## config.mk

```make
export PLATFORM = sky130hd
export DESIGN_NAME = inst_mem_loader
export DESIGN_NICKNAME = d
export VERILOG_FILES = /design/src/rtl/inst_mem_loader.sv
export SDC_FILE = /design/constraint.sdc
export NUM_CORES = 1
export LEC_CHECK = 0
export ABC_AREA = 1
export ABC_CLOCK_PERIOD_IN_PS = 3600
export BUFFER_PORTS_ARGS = -buffer_cell sky130_fd_sc_hd__buf_2
export CORE_MARGIN = 2
export CORE_UTILIZATION = 55
export CTS_CLUSTER_SIZE = 16
export DETAILED_ROUTE_END_ITERATION = 16
export GPL_TIMING_DRIVEN = 0
export PLACE_DENSITY = 0.83
export SETUP_SLACK_MARGIN = 0.2
export SLEW_MARGIN = 10
export SYNTH_ARGS = -nofsm -noshare
export SYNTH_HDL_FRONTEND = slang
export SYNTH_SLANG_ARGS = --single-unit
export TNS_END_PERCENT = 30
```

## constraint.sdc

```tcl
create_clock -name clk_i -period 3.6 [get_ports clk_i]
set_clock_uncertainty 0.15 [all_clocks]
set_input_delay 0.18 -clock clk_i [delete_from_list [all_inputs] [get_ports clk_i]]
set_output_delay 0.18 -clock clk_i [all_outputs]
set_load 0.02 [all_outputs]
```

## src/rtl/inst_mem_loader.sv

```systemverilog
// inst_mem_loader: assembles a little-endian byte stream into 32-bit words and writes them to instruction memory.
// cpu_hold keeps the processor's PC frozen for the whole session.
module inst_mem_loader #(
  parameter int DEPTH_W = 6
) (
  input  logic               clk_i,
  input  logic               rst_ni,
  input  logic               start_i,
  input  logic [DEPTH_W:0]   len_i,
  input  logic               abort_i,
  input  logic [7:0]         byte_i,
  input  logic               byte_valid_i,
  output logic               byte_ready_o,
  output logic               mem_we_o,
  output logic [DEPTH_W-1:0] mem_addr_o,
  output logic [31:0]        mem_wdata_o,
  output logic               cpu_hold_o,
  output logic               busy_o,
  output logic               done_o,
  output logic [DEPTH_W:0]   words_loaded_o
);
  typedef enum logic [1:0] {IDLE, RECV, WRITE, DONE} state_t;
  state_t           state_q;
  logic [DEPTH_W:0] len_q;
  logic [DEPTH_W:0] cnt_q;
  logic [1:0]       lane_q;
  logic [31:0]      wdata_q;
  // word counter doubles as words_loaded: both clear on start and step on each write
  always_ff @(posedge clk_i or negedge rst_ni) begin
    if (!rst_ni) begin
      state_q <= IDLE;
      len_q   <= '0;
      cnt_q   <= '0;
      lane_q  <= '0;
      wdata_q <= '0;
    end else begin
      case (state_q)
        IDLE: if (start_i) begin
          len_q   <= len_i;
          cnt_q   <= '0;
          lane_q  <= '0;
          state_q <= (len_i == '0) ? DONE : RECV;
        end
        RECV: if (abort_i) state_q <= IDLE;
        else if (byte_valid_i) begin
          wdata_q[{lane_q, 3'b000} +: 8] <= byte_i;
          lane_q <= lane_q + 2'd1;
          if (lane_q == 2'd3) state_q <= WRITE;
        end
        WRITE: begin
          cnt_q   <= cnt_q + 1'b1;
          state_q <= abort_i ? IDLE : (cnt_q + 1'b1 == len_q) ? DONE : RECV;
        end
        default: state_q <= IDLE;
      endcase
    end
  end
  assign byte_ready_o   = state_q == RECV;
  assign mem_we_o       = state_q == WRITE;
  assign done_o         = state_q == DONE;
  assign busy_o         = state_q != IDLE;
  assign cpu_hold_o     = state_q != IDLE;
  assign mem_addr_o     = cnt_q[DEPTH_W-1:0];
  assign mem_wdata_o    = wdata_q;
  assign words_loaded_o = cnt_q;
endmodule

```

==> run metrics <==
status finished, final reports clean; Worst-Skew Late Latency 300 ps; clock-pin transition on the worst setup and hold timing paths 90 ps; # diodes 0; DR vias 2498; critical path buffer and inverter count 3; Synth Area per Inst 8.22 um2; Core Footprint 4660 um2; initial antenna violation count 0; Post-Layout Cell Count 467; register area 1250 um2; cells resized by post-CTS repair 0; Routed WL 6250 um; vias in the first global route 2334; first-pass GRT wire length 10300 um; Worst VDD drop 0.379 mV; Setup Viol. Count Final 0; setup TNS 0 ps; Worst Tran Pin Value 1100 ps; Layout Nets 438; cell area after synthesis 2630 um2; worst-path cell chain clkbuf_1 -> inv_1 -> ha_1 -> clkbuf_1 -> nor3b_2 -> nand3_1 -> nand2_1; post-route worst setup slack 1200 ps; leading cell type in the layout, fill and taps excluded nand2_1; synth top area cells dfrtp_1 (48%), nand2_1 (10%), nand3_1 (6.5%); CTS tree built; Max stage delay on crit path 490 ps; multi-input gate area in the final layout 1110 um2; Final min period 2400 ps; delay-heaviest family, CP buffers and inverters; CP arrival 2500 ps; f_max 416 MHz; dpl cells 443; H-tree depth 2; Avg WL per Cell 13.4 um; Vias/cell 5.35; First-pass DRT Iterations 4; Crit. End Element flip-flop; CTS Sinks 50; IO Pins 70; gp weighted congestion 0.861; area grow syn2layout 25.3%; Worst Path Max Fanout 10; P_leak 1.92 nW; Initial Utilization 0.564; synth warn 0; RSZ-0062 raised after global routing false; final hold vios 0; post-synth top area share 0.476; max_slew headroom 0.268; Min-Delay Path Class in2reg; Die Span Y 73.2 um; startpoint types flip-flop; Max-cap violations 0; Unique masters post-synth 31; Tot Pwr 0.00205 W; remaining global-route overflow 0; commonest cells after routing, fill and taps aside nand2_1 (73), buf_2 (71), dfrtp_1 (50); largest net degree at the start of global routing 51; Root Buffer clkbuf_8; dpl ws 1200 ps; Post-Syn Nets 346; DIE AREA 5350 um2; I/O Buffers 69; worst path required time 3700 ps; synthesized flop and latch total 50; area leader, netlist dfrtp_1; CTS Buf Count 5; Row Count 25; DRC 0; CP most frequent cell clkbuf_1; PD cells 623 nW/um2; HPWL Detailed 4390 um; Setup CP Type reg2reg; Post-Synthesis Cells 320; fin crit share 0.667; CP max stage cell nor3b_2; sequential area share after synthesis 0.476; Iter 0 DRT Violations 156; Total Routing Usage GR 0.247; Die X 73.2 um; Slew Viols, Final 0; number of nets still failing antenna checks after routing 0; maximum clock path buffer count 2; Filler Cell Count 377; layout cells sized above 1 0.247
-- final timing paths --
kind / from / to / slack, ps / cells after the start
max: lane_q[0]$_DFFE_PN0P_ / mem_wdata_o[4]$_DFFE_PN0P_ / 1200 / 7
min: start_i / state_q[1]$_DFFE_PN0P_ / 70 / 3
max reg2reg: lane_q[0]$_DFFE_PN0P_ / mem_wdata_o[4]$_DFFE_PN0P_ / 1200 / 7
min reg2reg: mem_wdata_o[23]$_DFFE_PN0P_ / mem_wdata_o[23]$_DFFE_PN0P_ / 340 / 2
max in group asynchronous: rst_ni / mem_wdata_o[27]$_DFFE_PN0P_ / 2170 / 2
min in group asynchronous: rst_ni / mem_wdata_o[13]$_DFFE_PN0P_ / 460 / 2
-- layout make-up --
cell class | instances | area share
Sequential cell | 50 | 0.380
Inverter | 40 | 0.0463
Clock buffer | 7 | 0.0262
Clock inverter | 1 | 0.00152
Tap cell | 54 | 0.0205
Buffer | 17 | 0.0361
Multi-Input combinational cell | 213 | 0.336
Timing Repair Buffer | 85 | 0.153
-- per-stage QoR --
stage | instance area [um2] | utilization | hold WS [ps]
finish | 3290 | 0.707 | 66.8
global route | 3290 | 0.707 | 85.1
CTS | 3290 | 0.707 | 66.1
detailed placement | 3040 | 0.653 | 262
global placement | 3040 | 0.653 | 252
floorplan | 2630 | - | -266
-- worst min-delay path: stages --
cell	delay (ps)
buf_2	80
o21ai_0	80
a21oi_1	130
-- per-layer routing --
| layer | part of all wire | vias to the layer above | global-route usage | wire [um] |
|---|---|---|---|---|
| met2 | 0.50 | 102 | 0.414 | 3100 |
| met1 | 0.44 | 1148 | 0.316 | 2720 |
| li1 | - | 1238 | - | - |
| met4 | 0.012 | 0 | 0.0947 | 78 |
| met5 | 0 | - | 0 | 0 |
| met3 | 0.056 | 10 | 0.0470 | 353 |
-- cell usage after synthesis, drive strengths merged --
| master | instances |
|---|---|
| o22ai | 3 |
| buf | 14 |
| inv | 39 |
| nor3 | 1 |
| ha | 6 |
| nand4 | 18 |
| nand2 | 75 |
| a31oi | 1 |
| o21ai | 45 |
| a22o | 1 |
| xor2 | 1 |
| dfrtp | 50 |
| nor3b | 1 |
| nor4 | 1 |
| nor2 | 24 |
| clkbuf | 3 |
| clkinv | 1 |
| nand3b | 1 |
| nand3 | 34 |
| a21oi | 1 |
-- kinds of logic (layout without fill, tap and decap cells) --
logic type | after synthesis | count (layout) | synth area share
buffers and inverters | 57 | 150 | 0.103
AO/OA/AOI/OAI | 51 | 51 | 0.102
flip-flops | 50 | 50 | 0.476
XOR/XNOR | 1 | 1 | 0.00333
AND/OR/NAND/NOR | 155 | 155 | 0.287
adder cells (fa/ha/maj) | 6 | 6 | 0.0285
-- repair_timing --
action                                 in CTS  in global routing
endpoints found under the hold margin      65                  0
setup buffers                               0                  0
setup endpoints to repair                   0                  0
hold buffers                               16                  0
-- sequential cells by signal, summed over array words and instances, names as in the netlist --
name	count
lane_q	2
len_q	7
mem_wdata_o	32
state_q	2
words_loaded_o	7
-- power breakdown --
part / switching, W / leakage (nW) / total (W) / internal [W]
Combinational: 0.000664 / 1.20 / 0.000943 / 0.000279
Sequential: 0.0000792 / 0.676 / 0.000766 / 0.000687
Clock: 0.000189 / 0.0482 / 0.000344 / 0.000156
(Power assumes the default switching activity.)
